File: config.mk
export PLATFORM = sky130hd
export DESIGN_NAME = pwm_gen_multi
export DESIGN_NICKNAME = d
export VERILOG_FILES = /design/src/rtl/pwm_gen_multi.sv
export SDC_FILE = /design/constraint.sdc
export NUM_CORES = 1
export LEC_CHECK = 0
export ABC_AREA = 1
export CAP_MARGIN = 25
export CORE_MARGIN = 8
export CORE_UTILIZATION = 55
export CTS_BUF_LIST = sky130_fd_sc_hd__clkbuf_4 sky130_fd_sc_hd__clkbuf_8 sky130_fd_sc_hd__clkbuf_16
export CTS_CLUSTER_DIAMETER = 120
export CTS_CLUSTER_SIZE = 25
export DETAILED_ROUTE_END_ITERATION = 10
export PLACE_DENSITY = 0.77
export SLEW_MARGIN = 20
export SYNTH_ARGS = -nofsm -noshare
export SYNTH_HDL_FRONTEND = slang
export SYNTH_SLANG_ARGS = --single-unit
File: constraint.sdc
create_clock -name clk -period 4.3 [get_ports clk]
set_input_delay 1.075 -clock clk [delete_from_list [all_inputs] [get_ports clk]]
set_output_delay 1.075 -clock clk [all_outputs]
set_load 0.05 [all_outputs]
File: src/rtl/pwm_gen_multi.sv
// pwm_gen_multi
// Multi-channel PWM generator with press-duration duty control.
// A single press input is classified per press as short (duty up),
// long (duty down) or glitch (ignored), and the result is applied to the
// channel selected by sel. A shared prescaled period counter drives CH PWM
// outputs. Their duty codes are double-buffered and only take effect at
// period boundaries.
//
// Handshake/timing contract: start is a level input already synchronous to
// clk. A press is the run of consecutive cycles with start=1. It is evaluated
// on the first edge that samples start=0, using the sel value present at
// that edge.
//
// Ports:
//   clk       in   clock, rising edge
//   rst       in   asynchronous active-low reset
//   start     in   press input
//   sel       in   target channel, sampled at press evaluation
//   d_c       out  programmed duty codes, channel i at [i*DW +: DW]
//   pwm_out   out  PWM outputs, one per channel
//   wrap      out  one-cycle pulse marking period start
//   dbg_state out  press FSM state (0 = IDLE, 1 = HOLD)
module pwm_gen_multi #(
  parameter int             CH        = 4,
  parameter int             DW        = 4,
  parameter int             TW        = 6,
  parameter logic [TW-1:0]  T_SHORT   = 6'd20,
  parameter logic [TW-1:0]  T_LONG    = 6'd30,
  parameter int             PRE       = 1,
  parameter logic [DW-1:0]  DUTY_INIT = '0,
  localparam int            SW        = (CH > 1) ? $clog2(CH) : 1
) (
  input  logic             clk,
  input  logic             rst,
  input  logic             start,
  input  logic [SW-1:0]    sel,
  output logic [CH*DW-1:0] d_c,
  output logic [CH-1:0]    pwm_out,
  output logic             wrap,
  output logic             dbg_state
);

  localparam int            PW       = (PRE > 1) ? $clog2(PRE) : 1;
  localparam logic [DW-1:0] MAXD     = {DW{1'b1}};
  // Last counter value before the wrap back to 0 (period = MAXD steps).
  localparam logic [DW-1:0] CNT_LAST = DW'((1 << DW) - 2);
  localparam logic [PW-1:0] PRE_LAST = PW'(PRE - 1);

  typedef enum logic {
    S_IDLE = 1'b0,
    S_HOLD = 1'b1
  } state_t;

  state_t        state_q;
  logic [TW-1:0] hold_cnt_q;
  logic [DW-1:0] duty_q [CH];
  logic [DW-1:0] act_q  [CH];

  logic [PW-1:0] pre_q, pre_d;
  logic [DW-1:0] cnt_q, cnt_d;
  logic          wrap_q, wrap_d;
  logic          tick;

  // ---------------------------------------------------------------------
  // Press FSM: measures the hold time and applies the duty change on the
  // release edge. hold_cnt saturates at T_LONG so any longer hold still
  // classifies as long without overflowing.
  // ---------------------------------------------------------------------
  always_ff @(posedge clk or negedge rst) begin
    if (!rst) begin
      state_q    <= S_IDLE;
      hold_cnt_q <= '0;
      for (int i = 0; i < CH; i++) begin
        duty_q[i] <= DUTY_INIT;
      end
    end else begin
      case (state_q)
        S_IDLE: begin
          if (start) begin
            state_q    <= S_HOLD;
            hold_cnt_q <= TW'(1);
          end
        end
        S_HOLD: begin
          if (start) begin
            if (hold_cnt_q < T_LONG) begin
              hold_cnt_q <= hold_cnt_q + TW'(1);
            end
          end else begin
            state_q    <= S_IDLE;
            hold_cnt_q <= '0;
            // An out-of-range sel matches no channel, so the press is dropped.
            for (int i = 0; i < CH; i++) begin
              if (int'(sel) == i) begin
                if (hold_cnt_q >= T_LONG) begin
                  if (duty_q[i] != '0) begin
                    duty_q[i] <= duty_q[i] - DW'(1);
                  end
                end else if (hold_cnt_q >= T_SHORT) begin
                  if (duty_q[i] != MAXD) begin
                    duty_q[i] <= duty_q[i] + DW'(1);
                  end
                end
              end
            end
          end
        end
        default: begin
          state_q    <= S_IDLE;
          hold_cnt_q <= '0;
        end
      endcase
    end
  end

  assign dbg_state = state_q;

  // ---------------------------------------------------------------------
  // Prescaler and period counter.
  // ---------------------------------------------------------------------
  assign tick = (pre_q == PRE_LAST);

  always_comb begin
    pre_d  = tick ? '0 : pre_q + PW'(1);
    cnt_d  = cnt_q;
    wrap_d = 1'b0;
    if (tick) begin
      if (cnt_q == CNT_LAST) begin
        cnt_d  = '0;
        wrap_d = 1'b1;
      end else begin
        cnt_d = cnt_q + DW'(1);
      end
    end
  end

  // act loads on the wrap edge from the current duty_q, so a press that is
  // evaluated on that same edge only shows up one period later.
  always_ff @(posedge clk or negedge rst) begin
    if (!rst) begin
      pre_q  <= '0;
      cnt_q  <= '0;
      wrap_q <= 1'b0;
      for (int i = 0; i < CH; i++) begin
        act_q[i] <= '0;
      end
    end else begin
      pre_q  <= pre_d;
      cnt_q  <= cnt_d;
      wrap_q <= wrap_d;
      if (wrap_d) begin
        for (int i = 0; i < CH; i++) begin
          act_q[i] <= duty_q[i];
        end
      end
    end
  end

  assign wrap = wrap_q;

  // Outputs depend only on registered cnt/act, so they cannot glitch on
  // duty updates.
  always_comb begin
    pwm_out = '0;
    d_c     = '0;
    for (int i = 0; i < CH; i++) begin
      pwm_out[i]       = (cnt_q < act_q[i]);
      d_c[i*DW +: DW]  = duty_q[i];
    end
  end

endmodule

### After elaboration in Yosys (flattened, before gate mapping)

Index checks and enable logic that the tools add are counted.

| operators by class | value |
|---|---|
| $add $sub $neg | 11 |
| $mul | 0 |
| divide/modulo/power cells | 0 |
| magnitude comparators | 7 |
| equal/unequal tests | 14 |
| shift-type cells | 0 |
| muxes and demuxes | 25 |
| bitwise gates (word level) | 2 |
| reduce and logical (&&, ||, !) cells | 15 |

Operators with widths:

| operator | count |
|---|---|
| $mux 4 | 17 |
| $reduce_and 6->1 | 4 |
| $add 4x1->4 const B | 5 |
| $mux 6 | 3 |
| $lt 4x4->1 | 4 |
| $ne 4x4->1 const B | 4 |
| $reduce_bool 4->1 | 4 |
| $sub 4x1->4 const B | 4 |
| $ge 6x5->1 const B | 2 |
| $pmux 6 s2 | 1 |
| $reduce_bool 2->1 | 5 |
| $add 6x1->6 const B | 1 |
| $lt 6x5->1 const B | 1 |
| $ne 2x1->1 const B | 3 |
| $eq 2x2->1 const B | 2 |
| $eq 4x4->1 const B | 1 |
| $mux 1 | 4 |
| $ne 2x2->1 const B | 2 |
| $ne 3x2->1 const B | 1 |
| $eq 2x1->1 const B | 1 |
| $logic_not 2->1 | 1 |
| $not 1->1 | 2 |
| $reduce_and 2->1 | 1 |
| $add 1x1->1 const B | 1 |

| word-level totals | value |
|---|---|
| bits in registers | 45 |
| latch bits | 0 |
| RAM bits | 0 |
| ROM bits | 0 |
| word-level logic and storage cells | 87 |
| memories kept | 0 |

### Logic depth before layout (Yosys ltp)

| depth | value |
|---|---|
| depth in word-level cells | 4 |
| gate-level depth with buffers | 15 |
| mapped depth without buffers | 14 |

### Worst setup path after synthesis

Ideal clock, no wire load.

| timing path | value |
|---|---|
| kind | register -> output |
| start point | register cnt_q[3] |
| end point | output pwm_out[0] |
| arrival time | 1.252 ns |
| required time | 3.225 ns |
| setup slack | 1.973 ns |
| stages on the path, launching flop included | 4 |
| path buffers | 0 |
| cell sequence | dfrtp_1 ha_1 a21oi_1 o21a_1 |

| between the ends | value |
|---|---|
| longest elaborated chain between the ends | 1 |

Ends and longest elaborated chain:

| item | RTL line | RTL |
|---|---|---|
| from (decl) | 60 | `logic [DW-1:0] cnt_q, cnt_d;` |
| from (signal assigned) | 149 | `cnt_q <= cnt_d;` |
| $lt 4x4->1 | 167 | `pwm_out[i] = (cnt_q < act_q[i]);` |
| to (decl) | 38 | `output logic [CH-1:0] pwm_out,` |

Every way passes these cells.

### Worst setup path in the final report

| timing path | value |
|---|---|
| start point | register cnt_q[3] |
| end point | output pwm_out[3] |

Same word-level chain as after synthesis.

==> flow_summary.toml <==
[timing]
setup-tns-final_ns = 0
finalCritPeriodShare = 0.7530
fmax_mhz = 308.8
tightestPinTransition_ns = 0.7836
slew_headroom = 0.4770
skew_ns = 0.008894
final-max-slew-violation-count = 0
rsz0062_at_grt = "false"
period_needed_ns = 3.238
hold_viol = 0
holdWs_ns = 0.4996
setup_viol = 0

[power]
power_density_nw_per_um2 = 249.4
p_leak_uw = 0.001771
comb_power_share = 0.126
ir_worst_vdd_v = 0.0001621
intPower_uw = 591.3
seqPwrFrac = 0.546
sw_frac_of_total = 0.2706
power_uw = 810.7
netSwitchingPower_uw = 219.4
clkPwrFrac = 0.328

[worst_setup_path]
rr_worst_depth = 13
r2r_start = "hold_cnt_q[0]"
cp-end-kind = "primary output"
worstPathMaxFanout = 5
r2r_end = "d_c[11]"
cp.arrival_ns = 2.16
r2r_setup_slack_ns = 1.96
startpoint_type = "flip-flop"
critPathRequiredTime_ns = 3.22
worstSetupPathType = "reg -> out"

[clock_tree]
h-tree-depth = 2
cts_sinks = 44
postCtsSetupBuffers = 0
ctsHoldBuffers = 0
cts_root_buffer = "clkbuf_8"
tritoncts = "done"
numCtsBuffers = 5
clk_latency_ns = 0.29
cts_resized = 0
cts.clk_slew.worst_paths_ns = 0.08
cts_max_path_buffers = 2

[die]
ios = 27
die-area_um2 = 7691
start_util = 0.5608
fp-row-count = 26
core-area_um2 = 5042
dieWidth_um = 87.70
die_h_um = 87.70

[layout]
area_growth_pct = 14.96
mostFrequentLayoutCells = "84 x nand2_1, 63 x inv_1, 44 x dfrtp_1"
drive_above_1_share = 0.1008
num_antenna_cells = 0
layout.nets = 413
fin_area_um2 = 3251
layout.cells.non_filler = 457
layout_commonest_cell = "nand2_1"

[hold_path]
hp-class = "reg -> reg"
worstHoldPathCells = 2
holdPathEnd = "act_q[0]"
min_from = "act_q[0]"

[detailed_routing]
dr_total_vias = 2305
routed_wl_um = 5898
ant_nets = 0
wl_per_cell_um = 12.91
via_per_inst = 5.044
dr.pass1.iters = 4
drtIter0Drc = 105
drc_errors = 0

[placed_design]
gp_congestion = 0.8565
dp_hpwl_um = 4401
dpl.cell_count = 448
io_buffers = 26
place_area_um2 = 3138

[global_route]
grt_pass1_wl_um = 10010
grt-ovfl-total = 0
grt_pass1_vias = 2279
grt_max_degree = 45
antenna_found_initial = 0
track_usage = 0.1612

[yosys]
synth_seq_cells = 44
syn_area_per_cell_um2 = 7.943
synthCells = 356
synthDistinctLibCells = 30
yosys_warnings = 0
syn_area_um2 = 2828
synth-seq-area-share = 0.3894
syn-num-nets = 383

[status]
status = "finished, final reports clean"

[flow_run]
maxCapViolations = 0
==> critical path, stage by stage, from the launching register on <==
cell             delay, ns
dfrtp_1               0.45
ha_1                  0.32
a21oi_1               0.17
o21a_1                0.14
clkdlybuf4s50_1       0.80
==> metrics by stage <==
| step | utilization | setup slack, ns |
|---|---|---|
| finish | 0.6447 | 1.062 |
| detailed placement | 0.6223 | 1.368 |
| global placement | 0.6223 | 1.427 |
| CTS | 0.6407 | 1.041 |
| floorplan | - | 1.973 |
| global route | 0.6447 | 0.9712 |
==> cells by family (layout without fill, tap and decap cells) <==
kind of cell	after synthesis	after routing	synth area share
AO/OA/AOI/OAI	50	50	0.09735
XOR/XNOR	11	11	0.03407
adder cells (fa/ha/maj)	22	22	0.09734
buffers and inverters	70	101	0.09912
flip-flops	44	44	0.3894
AND/OR/NAND/NOR	159	159	0.2827
==> power by group through the flow <==
| stage | Combinational [µW] | Sequential [µW] | Clock (µW) |
|---|---|---|---|
| finish | 102 | 443 | 266 |
| floorplan | 47.9 | 464 | 0 |
| global route | 113 | 445 | 291 |
| detailed placement | 101 | 451 | 0 |
| CTS | 101 | 443 | 272 |
| global placement | 98.2 | 450 | 0 |
==> cell type report <==
| type | instances | area [µm²] |
|---|---|---|
| Inverter | 66 | 247.7 |
| Sequential cell | 44 | 1101 |
| Fill cell | 445 | 1792 |
| Clock buffer | 6 | 82.58 |
| Tap cell | 70 | 87.58 |
| Clock inverter | 2 | 10.01 |
| Timing Repair Buffer | 27 | 275.3 |
| Multi-Input combinational cell | 242 | 1446 |
==> state kept, by name, summed over array words and instances (netlist names) <==
signal and count:
wrap 1, cnt_q 4, act_q 16, d_c 16
hold_cnt_q 6, dbg_state 1
==> cell usage after synthesis (all sizes together) <==
| library cell | instances | share of area |
|---|---|---|
| a21oi | 15 | 0.027 |
| a31oi | 1 | 0.0022 |
| and3 | 2 | 0.0044 |
| buf | 4 | 0.012 |
| dfrtp | 44 | 0.39 |
| ha | 22 | 0.097 |
| inv | 66 | 0.088 |
| nand2 | 91 | 0.13 |
| nand3 | 25 | 0.060 |
| nand3b | 4 | 0.011 |
| nand4 | 8 | 0.027 |
| nor2 | 22 | 0.040 |
| nor3 | 7 | 0.012 |
| o21a | 4 | 0.011 |
| o21ai | 27 | 0.049 |
| o31ai | 1 | 0.0027 |
| o41ai | 2 | 0.0062 |
| xnor2 | 2 | 0.0062 |
| xor2 | 9 | 0.028 |
==> worst max path at each step <==
stage / to / start / slack [ns] / cells after the start
after floorplan: pwm_out[0] / cnt_q[3] / 1.97 / 3
after global placement: pwm_out[0] / cnt_q[3] / 1.43 / 4
after detailed placement: pwm_out[3] / cnt_q[3] / 1.37 / 4
after CTS: pwm_out[3] / cnt_q[3] / 1.04 / 4
after global routing: pwm_out[0] / cnt_q[3] / 0.97 / 4
final: pwm_out[3] / cnt_q[3] / 1.06 / 4
==> routing by layer <==
metal / up-vias / share of wire / wire (µm) / global-route usage
li1: 1205 / - / - / -
met3: 7 / 0.029 / 172 / 0.03377
met5: - / 0 / 0 / 0
met2: 32 / 0.48 / 2849 / 0.2770
met4: 0 / 0.010 / 60 / 0.04844
met1: 1061 / 0.48 / 2815 / 0.1960
No activity file was read; power rests on OpenSTA's default activity.
